$ cat src/rtl/panda_risc_v_pkg.sv
// Shared definitions for the fetch-result path between the IFU and the instruction buffer.
// Holds bus widths, msg field positions, buffer state encodings and the exception test.
package panda_risc_v_pkg;

    localparam int IF_RES_DATA_W = 128;
    localparam int IF_RES_MSG_W  = 4;

    localparam int MSG_PRDT_JUMP = 3;
    localparam int MSG_ILLEGAL   = 2;
    localparam int MSG_ERR_LSB   = 0;

    typedef enum logic {
        IBUF_NORMAL     = 1'b0,
        IBUF_EXCPT_HOLD = 1'b1
    } ibuf_state_t;

    // A predicted jump alone is not an exception; only illegal or imem errors are.
    function automatic logic msg_is_excpt(input logic [IF_RES_MSG_W-1:0] msg);
        return msg[MSG_ILLEGAL] | (msg[MSG_ERR_LSB +: 2] != 2'b00);
    endfunction

endpackage

$ cat src/rtl/panda_risc_v_fwft_fifo.sv
// Generic first-word-fall-through register FIFO with a synchronous flush.
// The caller must only assert wr_en when not full and rd_en when not empty.
module panda_risc_v_fwft_fifo #(
    parameter  int DEPTH = 4,
    parameter  int WIDTH = 132,
    localparam int PTR_W = $clog2(DEPTH),
    localparam int CNT_W = PTR_W + 1
) (
    input  logic             clk,
    input  logic             resetn,
    input  logic             flush,
    input  logic             wr_en,
    input  logic [WIDTH-1:0] wr_data,
    input  logic             rd_en,
    output logic [WIDTH-1:0] rd_data,
    output logic [CNT_W-1:0] cnt
);

    logic [WIDTH-1:0] mem [DEPTH];
    logic [PTR_W-1:0] wptr;
    logic [PTR_W-1:0] rptr;

    // Storage carries no reset; occupancy is tracked entirely by cnt.
    always_ff @(posedge clk) begin
        if (wr_en) begin
            mem[wptr] <= wr_data;
        end
    end

    always_ff @(posedge clk) begin
        if (!resetn) begin
            wptr <= '0;
            rptr <= '0;
            cnt  <= '0;
        end else if (flush) begin
            wptr <= '0;
            rptr <= '0;
            cnt  <= '0;
        end else begin
            if (wr_en) begin
                wptr <= wptr + PTR_W'(1);
            end
            if (rd_en) begin
                rptr <= rptr + PTR_W'(1);
            end
            cnt <= cnt + CNT_W'(wr_en) - CNT_W'(rd_en);
        end
    end

    assign rd_data = mem[rptr];

endmodule

$ cat src/rtl/panda_risc_v_if_res_buf.sv
// Instruction buffer between the IFU and decode: FWFT FIFO plus an exception-hold FSM
// that stops accepting fetch results after an excepting entry until the next flush.
module panda_risc_v_if_res_buf
    import panda_risc_v_pkg::*;
#(
    parameter  int IBUF_DEPTH = 4,
    localparam int CNT_W      = $clog2(IBUF_DEPTH) + 1
) (
    input  logic                     clk,
    input  logic                     sys_resetn,
    input  logic                     flush_req,
    input  logic [IF_RES_DATA_W-1:0] s_if_res_data,
    input  logic [IF_RES_MSG_W-1:0]  s_if_res_msg,
    input  logic                     s_if_res_valid,
    output logic                     s_if_res_ready,
    output logic [IF_RES_DATA_W-1:0] m_ibuf_data,
    output logic [IF_RES_MSG_W-1:0]  m_ibuf_msg,
    output logic                     m_ibuf_valid,
    input  logic                     m_ibuf_ready,
    output logic [CNT_W-1:0]         ibuf_cnt,
    output logic                     ibuf_excpt_hold
);

    localparam int                 ENTRY_W  = IF_RES_DATA_W + IF_RES_MSG_W;
    localparam logic [CNT_W-1:0]   FULL_CNT = CNT_W'(IBUF_DEPTH);

    ibuf_state_t        state;
    ibuf_state_t        state_nxt;
    logic               push;
    logic               pop;
    logic [ENTRY_W-1:0] head_entry;

    // Ready looks only at the registered count, so a same-cycle pop cannot reopen a full buffer.
    assign s_if_res_ready = (ibuf_cnt != FULL_CNT) & (state == IBUF_NORMAL) & ~flush_req & sys_resetn;
    assign m_ibuf_valid   = (ibuf_cnt != '0) & ~flush_req;

    assign push = s_if_res_valid & s_if_res_ready;
    assign pop  = m_ibuf_valid & m_ibuf_ready;

    panda_risc_v_fwft_fifo #(
        .DEPTH (IBUF_DEPTH),
        .WIDTH (ENTRY_W)
    ) u_fifo (
        .clk     (clk),
        .resetn  (sys_resetn),
        .flush   (flush_req),
        .wr_en   (push),
        .wr_data ({s_if_res_data, s_if_res_msg}),
        .rd_en   (pop),
        .rd_data (head_entry),
        .cnt     (ibuf_cnt)
    );

    assign m_ibuf_data = head_entry[ENTRY_W-1:IF_RES_MSG_W];
    assign m_ibuf_msg  = head_entry[IF_RES_MSG_W-1:0];

    always_ff @(posedge clk) begin
        if (!sys_resetn) begin
            state <= IBUF_NORMAL;
        end else begin
            state <= state_nxt;
        end
    end

    always_comb begin
        state_nxt = state;
        case (state)
            IBUF_NORMAL: begin
                if (flush_req) begin
                    state_nxt = IBUF_NORMAL;
                end else if (push && msg_is_excpt(s_if_res_msg)) begin
                    state_nxt = IBUF_EXCPT_HOLD;
                end
            end
            IBUF_EXCPT_HOLD: begin
                if (flush_req) begin
                    state_nxt = IBUF_NORMAL;
                end
            end
            default: state_nxt = IBUF_NORMAL;
        endcase
    end

    assign ibuf_excpt_hold = (state == IBUF_EXCPT_HOLD);

endmodule
$ cat config.mk
export PLATFORM = sky130hd
export DESIGN_NAME = panda_risc_v_if_res_buf
export DESIGN_NICKNAME = d
export VERILOG_FILES = /design/src/rtl/panda_risc_v_pkg.sv /design/src/rtl/panda_risc_v_fwft_fifo.sv /design/src/rtl/panda_risc_v_if_res_buf.sv
export SDC_FILE = /design/constraint.sdc
export NUM_CORES = 1
export LEC_CHECK = 0
export ABC_AREA = 1
export CAP_MARGIN = 0
export CORE_AREA = 2 2 293 179
export DETAILED_ROUTE_END_ITERATION = 12
export DIE_AREA = 0 0 295 181
export MAX_ROUTING_LAYER = met4
export PLACE_DENSITY = 0.6
export SYNTH_ARGS = -nofsm -noshare
export SYNTH_HDL_FRONTEND = slang
export SYNTH_SLANG_ARGS = --single-unit
$ cat constraint.sdc
create_clock -name clk -period 19.2 [get_ports clk]
set_input_delay 1.92 -clock clk [delete_from_list [all_inputs] [get_ports clk]]
set_output_delay 1.92 -clock clk [all_outputs]
set_load 0.05 [all_outputs]
==> flow_results.org <==
** Run status
- Outcome :: completed

** Critical path
- Nature of the critical path startpoint :: flip-flop
- Endpoint class of the critical path :: primary output
- On the critical path the largest part of the delay comes from buffers and inverters.
- In this run the worst path has a maximum fanout of 90.
- Arrival time worst endpoint :: 3910 ps
- The largest single stage delay on the critical path is 880 ps.
- On the critical path, the stage with the largest delay is an instance of clkdlybuf4s50_1.
- Cells along the critical path :: buf_4 > buf_4 > o21ai_0 > o22ai_1 > clkdlybuf4s50_1
- Counting both buffers and inverters, the worst setup path holds a total of 3.
- The worst setup path is of the reg2out kind.
- CP dominant cell by count :: buf_4
- Required time of the critical path :: 17280 ps

** Drt
- In the final routed layout, each cell accounts on average for 19.4 um.
- 1st-pass router iterations :: 5
- In the routed layout, each cell is associated on average with a via count of 5.03.
- DRC violations left :: 0
- Overall routed net length :: 45.5 mm
- Number of vias after detailed routing :: 11800
- The detail route stage leaves a number of antenna-violating nets equal to 0.
- DRC violation total after the first TritonRoute iteration :: 879

** Clock tree
- Clock Sinks :: 538
- Number of levels in the clock H-tree :: 2
- Worst skew pair latency :: 560 ps
- Clock transition at path regs :: 60 ps
- Post-cts sizing count :: 0
- Hold buffer count at CTS :: 0
- The root buffer cell chosen for the clock tree is clkbuf_16.
- Clock tree buffer depth :: 3
- Setup repair bufs after CTS :: 0
- Buffers inserted during clock tree synthesis total 49.
- CTS tree :: done

** Global route
- The initial antenna violation count is 3.
- Global routing used 17.3% of the available tracks.
- The first global-routing pass estimated 69.0 mm of wire.
- Gr ovfl total :: 0
- The via count of the first global-routing pass is 11700.
- Largest net degree at the start of global routing :: 128

** Final layout
- Number of nets in the layout :: 1755
- In the final layout, flip-flops and latches occupy 16100 um^2.
- Share of cells above drive strength 1 :: 5.58%
- Counting the fill cells in the layout gives 4278.
- Post-route non-filler standard cell count :: 2346
- Relative to the synthesized area, the layout overhead comes to 24.4%.
- Design Area, Final :: 24900 um^2
- Area occupied by multi-input gates :: 3450 um^2

** Synthesis
- During synthesis, Yosys emitted a total of 0 warnings.
- The most used flip-flop cell after synthesis is edfxtp_1.
- Post-synthesis sequential area ratio :: 80.0%
- Area share of the largest cell type after synthesis :: 79.0%
- Synthesis produced a netlist whose cell count is 1354.
- List of most frequent post-synthesis cells :: 528 x edfxtp_1, 279 x nor2_1, 137 x o21ai_0
- Most common cell in the netlist :: edfxtp_1
- Netlist Area Pre-Place :: 20100 um^2
- Summed over all instances, the cell type with the most area after synthesis is edfxtp_1.
- Each instance of the synthesized netlist takes up on average 14.8 um^2.
- The synthesized netlist contains 22 unique library cells.
- By area the synthesized netlist is led by edfxtp_1 79%, nor2_1 5.2%, o22ai_1 4.1%.
- Synthesized net count :: 1498
- After synthesis, the share of flip-flops with an asynchronous set or reset is 0%.
- Counting flops and latches in the post-synthesis netlist gives 538.
- Number of enable-type register cells in the synthesized netlist :: 528

** Floorplan
- The die is 295 um wide.
- DIE AREA :: 53400 um^2
- Rows :: 64
- Initial core utilization :: 39.7%
- Core region area :: 50500 um^2
- Vertical die dimension :: 181 um
- # IOs :: 275

** STA
- Relative slew slack :: 29.0%
- Based on the critical path, the design can be clocked at up to 172 MHz.
- Number of setup violations in the final report :: 0
- The worst path uses 30.3% of the clock period.
- The final hold violation count came to 0.
- Transition time at the pin with the least slew margin :: 1060 ps
- RSZ-0062 raised after global routing :: false
- Final Max Tran Viols :: 0
- Final-layout worst hold slack :: 496 ps
- Clock skew :: 13.0 ps
- Final critical-path required period :: 5830 ps
- After routing, the total negative slack on setup checks comes to 0 ps.

** Placed design
- The number of placed instances, taps included, is 2253.
- Count of port buffers added during placement :: 274
- Detailed placement ended at an HPWL of 24.6 mm.
- Total cell area at the placement stage :: 23400 um^2
- The congestion estimate from routability-driven global placement came to 0.776.

** Job
- The tool flagged a number of max-cap violations equal to 0.

** Min path
- The min-delay analysis places its worst path in the category reg2reg.

** Pwr
- For this design the static power due to leakage is 8.12 nW.
- Maximum vdd drop :: 0.0573 mV
- For this design the ratio of total power to cell area is 95.6 nW/um^2.
cells by family (layout without fill, tap and decap cells):
family	count (synthesis)	in the layout	share of synthesized area [%]
other	0	3	0
adder cells (fa/ha/maj)	7	7	0.474
flip-flops	538	538	80.0
buffers and inverters	108	404	2.92
AO/OA/AOI/OAI	401	401	10.8
AND/OR/NAND/NOR	299	299	5.69
XOR/XNOR	1	1	0.0437
path summary, 6_finish.rpt:
path | from | to | slack [ps] | cells after the start
max | flip-flop | m_ibuf_data[27] | 13370 | 5
min | ibuf_excpt_hold$_SDFF_PN0_ | ibuf_excpt_hold$_SDFF_PN0_ | 500 | 2
max reg2reg | u_fifo.cnt[1]$_SDFF_PP0_ | u_fifo.mem[0][105]$_DFFE_PP_ | 16280 | 6
min reg2reg | ibuf_excpt_hold$_SDFF_PN0_ | ibuf_excpt_hold$_SDFF_PN0_ | 500 | 2
cells in the final DEF (no fill, tap or decap):
| master | count |
|---|---|
| edfxtp_1 | 528 |
| nor2_1 | 275 |
| clkdlybuf4s50_1 | 274 |
| o21ai_0 | 137 |
| o22ai_1 | 132 |
| o21ai_1 | 128 |
| clkbuf_16 | 51 |
| inv_1 | 20 |
| buf_4 | 17 |
| clkbuf_1 | 16 |
| nand2_1 | 13 |
| clkinv_1 | 10 |
| dfxtp_1 | 8 |
| ha_1 | 6 |
| bufinv_16 | 5 |
| clkinv_2 | 5 |
| nor2_4 | 4 |
| a21oi_1 | 4 |
| diode_2 | 3 |
| nand4_1 | 3 |
| inv_6 | 2 |
| dfxtp_4 | 2 |
| nand2_2 | 1 |
| nand3_2 | 1 |
| nand3_1 | 1 |
| inv_8 | 1 |
| and3_1 | 1 |
| xnor2_1 | 1 |
| fa_1 | 1 |
| clkinvlp_4 | 1 |
| clkinv_4 | 1 |
| buf_12 | 1 |
metrics by stage:
stage               power, mW  worst slack (ps)  utilization, %
global placement         1.45             13640            46.2
detailed placement       1.45             13630            46.2
finish                   2.39             13370            49.4
global route             2.47             13120            49.4
CTS                      2.42             13330            49.4
floorplan                1.38             10640               -
worst register-to-register path: stages, from the launching register on:
cell and delay [ps]:
dfxtp_1 400, nor2_1 100, nand2_1 140, nand3_2 280, nor2_4 170, buf_4 630, buf_4 750
registers in the layout, indices dropped and copies added (netlist names), named ones only:
signal,cells
ibuf_excpt_hold,1
u_fifo.cnt,3
u_fifo.rptr,2
u_fifo.wptr,2
u_fifo.mem,528
power by group:
group          internal [mW]  total, mW  switching [mW]  leakage, nW
Clock                  0.554      0.963           0.409        0.762
Combinational         0.0469      0.120          0.0726         2.51
Sequential              1.30       1.30         0.00251         4.85
metal layers:
layer	vias up	global-route usage, %	share of wire, %	wire length (um)
met5	-	-	0	0
met1	5843	23.2	46	21000
met4	0	3.37	1.5	690
met3	59	3.59	5.5	2490
li1	5648	-	-	-
met2	258	27.3	47	21400
cell type report:
| type | count | share of cell area (%) |
|---|---|---|
| sequential | 538 | 64.4 |
| multi-input combinational | 708 | 13.8 |
| timing repair buffer | 292 | 11.6 |
| clock buffer | 67 | 5.36 |
| tap | 693 | 3.48 |
| clock inverter | 23 | 0.953 |
| inverter | 22 | 0.381 |
| antenna | 3 | 0.0301 |
Note: power is estimated with default switching activity, not from simulation.
